[config.mk]
export PLATFORM = sky130hd
export DESIGN_NAME = mult_arbiter
export DESIGN_NICKNAME = d
export VERILOG_FILES = /design/src/rtl/mult_arb_pkg.sv /design/src/rtl/mult_tag_pipe.sv /design/src/rtl/mult_arbiter.sv
export SDC_FILE = /design/constraint.sdc
export NUM_CORES = 1
export LEC_CHECK = 0
export ABC_AREA = 1
export CORE_AREA = 2 2 243 245
export CTS_CLUSTER_SIZE = 10
export DETAILED_ROUTE_END_ITERATION = 8
export DIE_AREA = 0 0 245 247
export DONT_BUFFER_PORTS = 1
export GPL_TIMING_DRIVEN = 1
export PLACE_DENSITY = 0.3
export SYNTH_ARGS = -nofsm -noshare
export SYNTH_HDL_FRONTEND = slang
export SYNTH_SLANG_ARGS = --single-unit
[constraint.sdc]
create_clock -name clk -period 3.09 [get_ports clk]
set_input_delay 0.1545 -clock clk [delete_from_list [all_inputs] [get_ports clk]]
set_output_delay 0.1545 -clock clk [all_outputs]
set_load 0.005 [all_outputs]
[src/rtl/mult_arb_pkg.sv]
// mult_arb_pkg
//   Shared definitions for the multiplier arbiter:
//   - operand / product / low-word widths of the shared multiplier
//   - arb_tag_t : one tag-pipe entry {valid, requester id, sideband tag}
//   - rr_pick   : round-robin one-hot grant, searching upward from ptr
//                 with wrap modulo n
//   Requester ids are carried in ARB_ID_W bits (up to 8 requesters) and
//   tags in ARB_TAG_W bits (a TAG_W of up to 16 fits without loss).
package mult_arb_pkg;

  localparam int MULT_W    = 54;
  localparam int PROD_W    = 108;
  localparam int LOW_W     = 24;
  localparam int MAX_N     = 8;
  localparam int ARB_ID_W  = 3;
  localparam int ARB_TAG_W = 16;

  typedef struct packed {
    logic                 valid;
    logic [ARB_ID_W-1:0]  id;
    logic [ARB_TAG_W-1:0] tag;
  } arb_tag_t;

  // One-hot grant to the first set bit of req at or above ptr, wrapping at n.
  // ptr is always < n, so a single conditional subtract does the wrap.
  function automatic logic [MAX_N-1:0] rr_pick(input logic [MAX_N-1:0]    req,
                                               input logic [ARB_ID_W-1:0] ptr,
                                               input int                  n);
    logic [MAX_N-1:0] gnt;
    logic             found;
    int               idx;
    gnt   = '0;
    found = 1'b0;
    for (int i = 0; i < MAX_N; i++) begin
      idx = int'(ptr) + i;
      if (idx >= n) idx = idx - n;
      if ((i < n) && !found && req[idx[ARB_ID_W-1:0]]) begin
        gnt[idx[ARB_ID_W-1:0]] = 1'b1;
        found                  = 1'b1;
      end
    end
    return gnt;
  endfunction

endpackage

[src/rtl/mult_tag_pipe.sv]
// mult_tag_pipe
//   Shift register of DEPTH stages that runs alongside the multiplier.
//   It shifts every cycle with no stall. Only the valid bits are cleared
//   by reset; the data bits are free-running.
//   Ports:
//     clk, rst_n : clock, asynchronous active-low clear of the valid bits
//     in_valid   : valid written into stage 0
//     in_data    : payload written into stage 0
//     valid_o    : valid bit of every stage (stage DEPTH-1 is the oldest)
//     data_o     : payload of the last stage
module mult_tag_pipe #(
  parameter int DEPTH = 5,
  parameter int WIDTH = 8
) (
  input  logic             clk,
  input  logic             rst_n,
  input  logic             in_valid,
  input  logic [WIDTH-1:0] in_data,
  output logic [DEPTH-1:0] valid_o,
  output logic [WIDTH-1:0] data_o
);

  logic [DEPTH-1:0]            valid_q, valid_d;
  logic [DEPTH-1:0][WIDTH-1:0] data_q, data_d;

  always_comb begin
    valid_d   = {valid_q[DEPTH-2:0], in_valid};
    data_d    = data_q;
    data_d[0] = in_data;
    for (int k = 1; k < DEPTH; k++) data_d[k] = data_q[k-1];
  end

  always_ff @(posedge clk or negedge rst_n) begin
    if (!rst_n) valid_q <= '0;
    else        valid_q <= valid_d;
  end

  always_ff @(posedge clk) begin
    data_q <= data_d;
  end

  assign valid_o = valid_q;
  assign data_o  = data_q[DEPTH-1];

endmodule

[src/rtl/mult_arbiter.sv]
// mult_arbiter
//   Shares one fixed-latency pipelined 54x54 multiplier between N
//   requesters with round-robin arbitration. Requester id and sideband tag
//   travel in a tag pipe beside the multiplier so each product returns to
//   its originator; there is no result backpressure.
//   rst_n is expected to arrive already synchronised (async assert,
//   sync deassert) from the shared reset synchroniser.
//   Handshake: a request is accepted at the rising edge where
//   req_valid[i] & req_ready[i]; req_ready is one-hot or zero and never
//   raised to a requester whose req_valid is low. Responses are a one-cycle
//   resp_valid pulse; resp_* must be sampled in that cycle.
//   Optional: `define MULT_ARB_LOCK_EN lets the previously accepted
//   requester keep the grant while it holds req_lock with req_valid.
//   Ports:
//     req_valid/ready/a/b/tag/lock : per-requester request side (packed i*W)
//     resp_valid/tag/result/low    : response side, pass-through of product
//     busy                         : any operation in flight
//     mult_a/mult_b                : registered operands to the multiplier
//     int_mult_result(_low)        : product returned by the multiplier
module mult_arbiter
  import mult_arb_pkg::*;
#(
  parameter int N        = 2,
  parameter int MULT_LAT = 4,
  parameter int TAG_W    = 8
) (
  input  logic                 clk,
  input  logic                 rst_n,
  input  logic [N-1:0]         req_valid,
  output logic [N-1:0]         req_ready,
  input  logic [N*MULT_W-1:0]  req_a,
  input  logic [N*MULT_W-1:0]  req_b,
  input  logic [N*TAG_W-1:0]   req_tag,
  input  logic [N-1:0]         req_lock,
  output logic [N-1:0]         resp_valid,
  output logic [TAG_W-1:0]     resp_tag,
  output logic [PROD_W-1:0]    resp_result,
  output logic [LOW_W-1:0]     resp_low,
  output logic                 busy,
  output logic [MULT_W-1:0]    mult_a,
  output logic [MULT_W-1:0]    mult_b,
  input  logic [PROD_W-1:0]    int_mult_result,
  input  logic [LOW_W-1:0]     int_mult_result_low
);

  localparam int PIPE_D = MULT_LAT + 1;
  localparam int PIPE_W = ARB_ID_W + ARB_TAG_W;

  logic [MULT_W-1:0]   mult_a_q, mult_a_d, mult_b_q, mult_b_d;
  logic [ARB_ID_W-1:0] ptr_q, ptr_d;
  logic [MAX_N-1:0]    valid_pad, gnt;
  logic [ARB_ID_W-1:0] gnt_id;
  logic                accept, lock_hit;
  logic [MULT_W-1:0]   a_sel, b_sel;
  logic [TAG_W-1:0]    tag_sel;

  assign valid_pad = MAX_N'(req_valid);

`ifdef MULT_ARB_LOCK_EN
  logic                last_acc_q, last_acc_d;
  logic [ARB_ID_W-1:0] last_id_q, last_id_d;
  logic [MAX_N-1:0]    lock_pad;

  assign lock_pad   = MAX_N'(req_lock);
  assign last_acc_d = accept;
  assign last_id_d  = gnt_id;

  always_ff @(posedge clk or negedge rst_n) begin
    if (!rst_n) begin
      last_acc_q <= 1'b0;
      last_id_q  <= '0;
    end else begin
      last_acc_q <= last_acc_d;
      last_id_q  <= last_id_d;
    end
  end
`else
  logic unused_lock;
  assign unused_lock = ^req_lock;
`endif

  // Grant: lock override (when built in) else round-robin from ptr.
  always_comb begin
    gnt      = rr_pick(valid_pad, ptr_q, N);
    lock_hit = 1'b0;
`ifdef MULT_ARB_LOCK_EN
    if (last_acc_q && lock_pad[last_id_q] && valid_pad[last_id_q]) begin
      lock_hit       = 1'b1;
      gnt            = '0;
      gnt[last_id_q] = 1'b1;
    end
`endif
    accept = |gnt;
    gnt_id = '0;
    for (int i = 0; i < MAX_N; i++) begin
      if (gnt[i]) gnt_id = ARB_ID_W'(i);
    end
  end

  assign req_ready = gnt[N-1:0];

  always_comb begin
    a_sel   = '0;
    b_sel   = '0;
    tag_sel = '0;
    for (int i = 0; i < N; i++) begin
      if (gnt[i]) begin
        a_sel   = req_a[i*MULT_W +: MULT_W];
        b_sel   = req_b[i*MULT_W +: MULT_W];
        tag_sel = req_tag[i*TAG_W +: TAG_W];
      end
    end
  end

  // Operands hold when idle so the multiplier inputs do not toggle.
  // A locked re-grant leaves ptr alone, so arbitration later resumes
  // just after the locked requester.
  always_comb begin
    mult_a_d = accept ? a_sel : mult_a_q;
    mult_b_d = accept ? b_sel : mult_b_q;
    ptr_d    = ptr_q;
    if (accept && !lock_hit) begin
      ptr_d = (gnt_id == ARB_ID_W'(N-1)) ? '0 : gnt_id + ARB_ID_W'(1);
    end
  end

  always_ff @(posedge clk or negedge rst_n) begin
    if (!rst_n) begin
      mult_a_q <= '0;
      mult_b_q <= '0;
      ptr_q    <= '0;
    end else begin
      mult_a_q <= mult_a_d;
      mult_b_q <= mult_b_d;
      ptr_q    <= ptr_d;
    end
  end

  assign mult_a = mult_a_q;
  assign mult_b = mult_b_q;

  // Tag pipe: stage 0 lines up with the operand registers, stage MULT_LAT
  // lines up with the product coming back from the multiplier.
  arb_tag_t             issue_entry, resp_entry;
  logic [PIPE_D-1:0]    pipe_valid;
  logic [PIPE_W-1:0]    pipe_data;
  logic                 unused_tag;

  always_comb begin
    issue_entry.valid = accept;
    issue_entry.id    = gnt_id;
    issue_entry.tag   = ARB_TAG_W'(tag_sel);
  end

  mult_tag_pipe #(
    .DEPTH (PIPE_D),
    .WIDTH (PIPE_W)
  ) u_tag_pipe (
    .clk      (clk),
    .rst_n    (rst_n),
    .in_valid (issue_entry.valid),
    .in_data  ({issue_entry.id, issue_entry.tag}),
    .valid_o  (pipe_valid),
    .data_o   (pipe_data)
  );

  always_comb begin
    resp_entry.valid = pipe_valid[PIPE_D-1];
    resp_entry.id    = pipe_data[PIPE_W-1 -: ARB_ID_W];
    resp_entry.tag   = pipe_data[ARB_TAG_W-1:0];
  end

  assign unused_tag = ^resp_entry.tag;

  always_comb begin
    resp_valid = '0;
    for (int i = 0; i < N; i++) begin
      resp_valid[i] = resp_entry.valid && (resp_entry.id == ARB_ID_W'(i));
    end
    resp_tag = resp_entry.valid ? resp_entry.tag[TAG_W-1:0] : '0;
  end

  assign resp_result = int_mult_result;
  assign resp_low    = int_mult_result_low;
  assign busy        = |pipe_valid;

endmodule
Word level (Yosys, flattened, before mapping)
Cells that the tools add are included.
{"block": "word_totals", "out_inout_bits": 253, "in_bits": 370, "word_cells": 59, "reg_bits": 171}
{"block": "classes", "add_sub_neg": 4, "n_lt_le_gt_ge": 6, "n_bitwise": 1, "n_eq_ne": 2, "n_mux": 28, "n_reduce_logical": 9}
{"cell": "$mux W54", "n": 4}
{"cell": "$mux W8", "n": 5}
{"cell": "$mux W3", "n": 9}
{"cell": "$lt A3 B4 Y1 const B", "n": 2}
{"cell": "$or A8 B8 Y8", "n": 1}
{"cell": "$reduce_or A8 Y1", "n": 1}
{"cell": "$bmux W1 S3", "n": 2}
{"cell": "$demux W1 S3", "n": 2}
{"cell": "$eq A3 B1 Y1 const B", "n": 2}
{"cell": "$ge A3 B1 Y1 const B", "n": 2}
{"cell": "$mux W1", "n": 6}
{"cell": "$sub A3 B2 Y3 const B", "n": 2}
{"cell": "$logic_and A1 B1 Y1", "n": 5}
{"cell": "$reduce_or A5 Y1", "n": 1}
{"cell": "$add A3 B1 Y4 const B", "n": 1}
{"cell": "$ge A4 B2 Y1 const B", "n": 1}
{"cell": "$add A3 B1 Y3 const B", "n": 1}
{"cell": "$ge A3 B2 Y1 const B", "n": 1}
{"cell": "$logic_not A3 Y1", "n": 1}
{"cell": "$logic_not A1 Y1", "n": 1}

Longest topological paths before layout
Gate-level depths: netlist of run 1.
{"block": "logic_depth", "ltp_word": 18, "depth_mapped": 16, "mapped_depth_nobuf": 13}

Cells and area by module
Synthesis of run 1 repeated with hierarchy kept, for this count alone.
{"block": "unflattened", "hier_cells": 935, "area_unflattened_um2": 8554.5}
{"module": "mult_arbiter", "instances": 1, "seq_area_each_um2": 2777.7, "cells_each": 835, "area_each_um2": 6527.5}
{"module": "mult_tag_pipe", "instances": 1, "seq_area_each_um2": 2026.9, "cells_each": 100, "area_each_um2": 2026.9}

Worst setup path after synthesis of run 1
Ideal clock, no wire load.
{"block": "synth_timing", "path_type": "register -> output", "from": "reg ptr_q[0]", "to": "out req_ready[0]", "path_slack_ps": 1220, "n_path_buf": 3, "path_stages_with_launch": 12, "t_required_ps": 2935, "arrival_ps": 1716, "path_cell_list": "dfrtp_1 -> buf_4 -> inv_4 -> ha_1 -> inv_1 -> a21oi_1 -> nor2_4 -> nand3_4 -> nand2_1 -> buf_4 -> buf_6 -> nor2_1"}
{"block": "synth_between", "elab_chain_cells": 9, "elab_cells_between_ends": 27, "cone_classes": "add/sub: 3; order compare: 6; mux: 13; bitwise: 1; reduce/logical: 4"}
{"item": "start, declared", "line": "mult_arbiter.sv:50", "text": "logic [ARB_ID_W-1:0] ptr_q, ptr_d;"}
{"item": "start signal, assigned", "line": "mult_arbiter.sv:135", "text": "ptr_q <= ptr_d;"}
{"item": "$add A3 B1 Y4 (tied with other cells)", "line": "mult_arb_pkg.sv:35", "text": "idx = int'(ptr) + i;"}
{"item": "$ge A4 B2 Y1 (tied with other cells)", "line": "mult_arb_pkg.sv:36", "text": "if (idx >= n) idx = idx - n;"}
{"item": "$mux W3 (tied with other cells)", "line": "mult_arb_pkg.sv:36"}
{"item": "$lt A3 B4 Y1 (not written as such) (tied with other cells)", "line": "mult_arb_pkg.sv:38", "text": "gnt[idx[ARB_ID_W-1:0]] = 1'b1;"}
{"item": "$logic_and A1 B1 Y1 (not written as such) / $mux W1 (equally long branches)", "line": "mult_arb_pkg.sv:38"}
{"item": "$mux W1 (not written as such) / $demux W1 S3 (equally long branches)", "line": "mult_arb_pkg.sv:38"}
{"item": "$demux W1 S3 / $mux W8 (equally long branches)", "line": "mult_arb_pkg.sv:38, mult_arb_pkg.sv:37"}
{"item": "$or A8 B8 Y8 (no line)"}
{"item": "$mux W8 (*)", "line": "mult_arb_pkg.sv:37", "text": "if ((i < n) && !found && req[idx[ARB_ID_W-1:0]]) begin"}
{"item": "end, declared", "line": "mult_arbiter.sv:30", "text": "output logic [N-1:0] req_ready,"}
Every way passes the cells marked *; elsewhere a longest branch is shown, timed or not. The select of a mux whose other input is x is not followed.

Worst setup path in the final report of run 1
{"block": "layout_timing", "from": "reg ptr_q[1]", "to": "reg mult_b_q[30] (netlist: mult_b[30])"}
{"block": "layout_between", "elab_chain_cells": 11, "elab_cells_between_ends": 30, "cone_classes": "add/sub: 3; order compare: 6; mux: 15; bitwise: 1; reduce/logical: 5"}
{"item": "$add A3 B1 Y4 (tied with other cells)", "line": "mult_arb_pkg.sv:35"}
{"item": "$ge A4 B2 Y1 (tied with other cells)", "line": "mult_arb_pkg.sv:36"}
{"item": "$mux W3 (tied with other cells)", "line": "mult_arb_pkg.sv:36"}
{"item": "$lt A3 B4 Y1 (not written as such) (tied with other cells)", "line": "mult_arb_pkg.sv:38"}
{"item": "$logic_and A1 B1 Y1 (not written as such) / $mux W1 (equally long branches)", "line": "mult_arb_pkg.sv:38"}
{"item": "$mux W1 (not written as such) / $demux W1 S3 (equally long branches)", "line": "mult_arb_pkg.sv:38"}
{"item": "$demux W1 S3 / $mux W8 (equally long branches)", "line": "mult_arb_pkg.sv:38, mult_arb_pkg.sv:37"}
{"item": "$or A8 B8 Y8 (no line)"}
{"item": "$mux W8 (*)", "line": "mult_arb_pkg.sv:37"}
{"item": "$mux W54 (2 in series)", "line": "mult_arbiter.sv:107", "text": "if (gnt[i]) begin"}
{"item": "end signal, assigned", "line": "mult_arbiter.sv:134", "text": "mult_b_q <= mult_b_d;"}
{"item": "end, declared", "line": "mult_arbiter.sv:49", "text": "logic [MULT_W-1:0] mult_a_q, mult_a_d, mult_b_q, mult_b_d;"}
Marked as above.
A chain may end at the register's enable or synchronous reset.

==> metrics, run 1 <==
run status=finished, final reports clean; YS warnings=0; Leakage=4.58 nW; Initial Util=13.3%; clk sinks=171; power per cell area=1050 nW/µm²; die height=247 µm; fmax=0.351 GHz; Wirelength per Cell=17.8 µm; final max-slew violation count=0; fill cell count=6499; CTS Buffer Depth=2; Final ANT Viol Nets=0; final wirelength=31400 µm; RSZ-0062 raised after global routing=false; peak supply drop=0.455 mV; setup_tns=0 ps; Port Buf Inserts=0; vias per cell=3.66; DP HPWL=21000 µm; Root Driver=clkbuf_16; sequential area share after synthesis=51.7%; Syn Inst Count=894; syn_nets=1270; Design Power=0.0111 W; synthesized flop and latch total=171; commonest non-fill, non-tap cell in the layout=nand2_1; number of library cell types mapped by synthesis=21; Rel. slew slack=54.9%; Die ar.=60500 µm²; Clk pin slew, worst setup/hold paths=80 ps; Mapped Area=7750 µm²; critical path type=flop to flop; Via Count=6447; Die W=245 µm; Nets=1352; GRT Total Usage=9.63%; Final GP Congestion=0.703; Critical Path Start Type=flop; Layout area overhead=36.1%; H-tree depth=4; gr ovfl total=0; min-delay worst type=input pin to flop; fin crit period=2850 ps; Final Hold Fails=0; DRC errors left=0; CTS tree=built; Rows=89; total CTS buffers=17; clk_lat worst skew=480 ps; Fin Clk Skew=15.3 ps; Pre-Repair DR Iteration Count=5; Starting DRT DRC Count=419; core area=58200 µm²; crit end category=flop; Worst-Margin Slew=677 ps; Critical Path RT=3510 ps; total I/O pin count=623; largest net degree at the start of global routing=117; wire length of the first global-routing pass=41700 µm; initial antenna violation count=2; Tcrit/Tclk final=92.3%; Critical Path AT=3270 ps; layout cells sized above 1=5.66%; setup violators final=0; most frequent cells in the layout=nand2_1 (262), dlygate4sd3_1 (233), nand3_1 (227); MaxCap Viol Count=0; Mean Syn Cell Area=8.67 µm²; vias in the first global route=6308; crit-path max FO=113
==> power breakdown <==
group	switching (W)	internal [W]
Combinational	0.00241	0.00247
Clock	0.00106	0.00110
Sequential	0.000808	0.00328
==> synth_stat cells <==
cell,n,area (µm²)
nand2_1,264,991
nand3_1,227,1140
buf_4,139,1040
dfrtp_1,116,2900
dfxtp_1,55,1100
inv_1,22,82.6
buf_2,20,100
buf_6,13,146
clkbuf_1,10,37.5
ha_1,6,75.1
nor2_1,5,18.8
a21oi_1,3,15.0
nor4_1,3,18.8
nand2_2,2,12.5
nand4_1,2,12.5
nor2_2,2,12.5
buf_1,1,3.75
inv_4,1,6.26
nand3_4,1,17.5
nor2_4,1,11.3
o21ai_0,1,5.00
==> kinds of logic after synthesis <==
group | share of synthesized area [%]
AO/OA/AOI/OAI | 0.258
buffers and inverters | 18.3
AND/OR/NAND/NOR | 28.8
flip-flops | 51.7
adder cells (fa/ha/maj) | 0.969
==> path summary, 6_finish.rpt <==
check	from	to	slack, ps	cells after the start
worst max-delay path	ptr_q[1]$_DFFE_PN0P_	mult_b[30]$_DFFE_PN0P_	240	13
worst max register to register	ptr_q[1]$_DFFE_PN0P_	mult_b[30]$_DFFE_PN0P_	240	13
worst min-delay path	req_valid[0]	ptr_q[1]$_DFFE_PN0P_	60	4
min in group asynchronous	rst_n	mult_b[28]$_DFFE_PN0P_	310	2
worst min register to register	u_tag_pipe.data_d[42]$_DFF_P_	u_tag_pipe.data_d[61]$_DFF_P_	320	0
max in group asynchronous	rst_n	ptr_q[1]$_DFFE_PN0P_	2210	2
==> what timing repair did <==
action / 4_1_cts / 5_1_grt
hold buffers: 234 / 0
buffers inserted: 0 / 2
endpoints found under the setup margin: 0 / 102
gates resized for setup: 0 / 6
hold endpoints to repair: 232 / 0
==> state kept, by name, indices dropped and copies added (netlist names) <==
register	cells
u_tag_pipe.valid_o	5
u_tag_pipe.data_o	11
mult_a	54
ptr_q	3
mult_b	54
u_tag_pipe.data_d	44
==> layer usage <==
metal / global-route usage, % / share of wire [%]
met1: 9.33 / 34
met2: 16.0 / 51
met3: 4.95 / 10
met4: 6.47 / 4.6
met5: 0.572 / 0.18
==> stage by stage <==
stage               hold slack [ps]  area (µm²)  setup WS [ps]  std cells  utilization, %
global route                   50.9       10600           2.73       1763            18.1
global placement               -138        7540            554       1492            12.9
finish                         61.9       10600            239       1763            18.1
detailed placement             -138        7540            549       1492            12.9
floorplan                      -141        7750           1220        894               -
CTS                            7.01       10500           16.1       1758            18.0
==> area by class of cell <==
type / instances / area [µm²] / area share, %
clock buffer: 19 / 453 / 4.29
antenna: 1 / 2.50 / 0.0237
sequential: 171 / 4010 / 38.0
clock inverter: 13 / 121 / 1.15
multi-input combinational: 518 / 2370 / 22.4
inverter: 23 / 88.8 / 0.842
timing repair buffer: 245 / 2550 / 24.1
tap: 773 / 967 / 9.17
==> worst max-delay path, stage by stage (launching register included) <==
cell and delay (ps):
dfrtp_2 430, inv_1 100, ha_1 300, nand2_1 70
nand2_1 50, nand2_1 50, inv_1 60, nand2_2 110
inv_1 110, nor2_4 110, buf_12 430, nand2_1 140
nand3_1 120, dlygate4sd3_1 550
(Power assumes the default switching activity.)
==> run 2: changes to the inputs <==
--- a/config.mk
+++ b/config.mk
@@ -11,7 +11,7 @@
 export DETAILED_ROUTE_END_ITERATION = 8
 export DIE_AREA = 0 0 245 247
 export DONT_BUFFER_PORTS = 1
-export GPL_TIMING_DRIVEN = 1
+export GPL_TIMING_DRIVEN = 0
 export PLACE_DENSITY = 0.3
 export SYNTH_ARGS = -nofsm -noshare
 export SYNTH_HDL_FRONTEND = slang
==> constraint.sdc (replaced) <==
create_clock -name clk -period 2.4 [get_ports clk]
set_input_delay 0.12 -clock clk [delete_from_list [all_inputs] [get_ports clk]]
set_output_delay 0.12 -clock clk [all_outputs]
set_load 0.005 [all_outputs]
==> metrics, run 2 (synthesis results as in run 1) <==
DRC errors left=0 (unchanged); crit end category=output pin; CTS tree=built; Layout Cells excl Fill=1948 (+10%); met1 WL=13600 µm (+27%); Layout area overhead=53.2%; setup_tns=0 ps (unchanged); peak supply drop=0.549 mV (+21%); DR WL met3=2740 µm (-17%); Critical Path Start Type=flop; Critical Path AT=2150 ps (-1120 ps); Max stage delay on crit path=450 ps (-100 ps); core area=58200 µm² (unchanged); crit-path max FO=10 (-91%); commonest non-fill, non-tap cell in the layout=nand2_1; critical path type=flop to output pin; Rows=89 (unchanged); Hold WS=-672 ps (-734 ps); Clk pin slew, worst setup/hold paths=80 ps (about the same); reg2reg start=ptr_q[1]$_DFFE_PN0P_; Root Driver=clkbuf_16; Via Count=7190 (+12%); R2R depth=13 (unchanged); initial antenna violation count=4 (+2); Rel. slew slack=60.0% (+5.1 points); fin crit period=2270 ps; min-delay worst type=input pin to async pin; Tcrit/Tclk final=94.5%; delay-heaviest family, CP=simple AND/OR/NAND/NOR gates; DP HPWL=27100 µm (+29%); vias per cell=3.69 (+0.93%); GRT Total Usage=11.3% (+1.7 points); Final Hold Fails=116 (+116); setup slack, reg-to-reg=140 ps (-100 ps); metal2 WL=18400 µm (+16%); Final ANT Viol Nets=0 (unchanged); final max-slew violation count=0 (unchanged); Initial Util=13.3% (unchanged); Die W=245 µm (unchanged); final wirelength=36000 µm (+15%); DP Cell Count=1667 (+12%); Top Layer Used=met5; Nets=1535 (+14%); Starting DRT DRC Count=417 (-0.48%); CTS Hold Bufs=232 (-0.85%); clk_lat worst skew=480 ps (about the same); most used cell, CP=nand2_1; Worst-Margin Slew=601 ps (-76.2 ps); total I/O pin count=623 (unchanged); CTS Buffer Depth=2 (unchanged); Critical Path RT=2280 ps (-1230 ps); CP Cell Sequence=buf_4, ha_1, inv_1, nand2_1, nand2_1, nand2_1, nor2_4, nand3_4, nand2_4, buf_12, buf_8, nor2_4; Leakage=5.36 nW (+17%); Slowest-stage cell, CP=dfrtp_2; Worst Path Buf+Inv=4 (-1); Final GP Congestion=0.822 (+17%); MaxCap Viol Count=0 (unchanged); Die ar.=60500 µm² (unchanged); fmax=0.441 GHz; R2R Path End=mult_b[39]$_DFFE_PN0P_; Core Util, Final=20.4% (+2.3 points); Fin Clk Skew=9.32 ps (-5.93 ps); wire length of the first global-routing pass=48500 µm (+16%); total CTS buffers=17 (unchanged); gr ovfl total=0 (unchanged); vias in the first global route=7098 (+13%); failing checks=hold timing; layout cells sized above 1=20.6% (+15 points); clk sinks=171 (unchanged); most frequent cells in the layout=nand2_1 (262), dlygate4sd3_1 (232), nand3_1 (227); setup violators final=0 (unchanged); largest net degree at the start of global routing=117 (unchanged); Port Buf Inserts=0 (unchanged); Pre-Repair DR Iteration Count=5 (unchanged); run status=complete, but fails checks; power per cell area=1140 nW/µm² (+8.0%); H-tree depth=4 (unchanged); Wirelength per Cell=18.5 µm (+3.7%); die height=247 µm (unchanged)
run 2: layer usage:
metal	GRT usage [%]	vias up
met5	0	-
li1	-	3289
met3	3.36	46
met2	19.3	384
met4	5.99	2
met1	12.7	3469
run 2: stage by stage:
stage                     hold slack (ps)  instance area [µm²]  setup WS [ps]  power (W)
after floorplan                      -176                 7750            564    0.00814
after global placement               -172                 8720           -350     0.0102
after detailed placement             -172                 8720           -343     0.0102
after CTS                            -728                11800           3.41     0.0137
after global routing                 -715                11900          -10.3     0.0146
final                                -672                11900            133     0.0135
run 2: area by class of cell:
cell class / instances / area (µm²)
fillers: 6400 / 46400
flip-flops and latches: 171 / 4010
repair buffers: 246 / 2430
multi-input cells: 517 / 2370
plain buffers: 183 / 1390
well taps: 773 / 967
clock buffers: 20 / 489
clock inverters: 12 / 115
inverters: 23 / 96.3
diodes: 3 / 7.51
run 2: how the worst max path moves through the flow:
stage / start / end / slack, ps / depth (start not counted)
after floorplan: ptr_q[0]$_DFFE_PN0P_ / req_ready[0] / 560 / 11
after global placement: ptr_q[0]$_DFFE_PN0P_ / mult_a[6]$_DFFE_PN0P_ / -350 / 11
after detailed placement: ptr_q[0]$_DFFE_PN0P_ / mult_a[6]$_DFFE_PN0P_ / -340 / 11
after CTS: ptr_q[0]$_DFFE_PN0P_ / req_ready[0] / 3 / 15
after global routing: ptr_q[1]$_DFFE_PN0P_ / req_ready[0] / -10 / 13
final: ptr_q[1]$_DFFE_PN0P_ / req_ready[0] / 130 / 12
run 2: where the power goes:
part / internal [W] / switching [W]
clock: 0.00152 / 0.00140
combinational: 0.00206 / 0.00329
sequential: 0.00421 / 0.00103
run 2: timing repair:
| action | in CTS | in global routing |
|---|---|---|
| endpoints found under the hold margin | 232 | 116 |
| pin swaps | 1 | 1 |
| gates resized for setup | 32 | 11 |
| cloned | 0 | 0 |
| setup endpoints to repair | 115 | 72 |
| setup buffers | 7 | 7 |
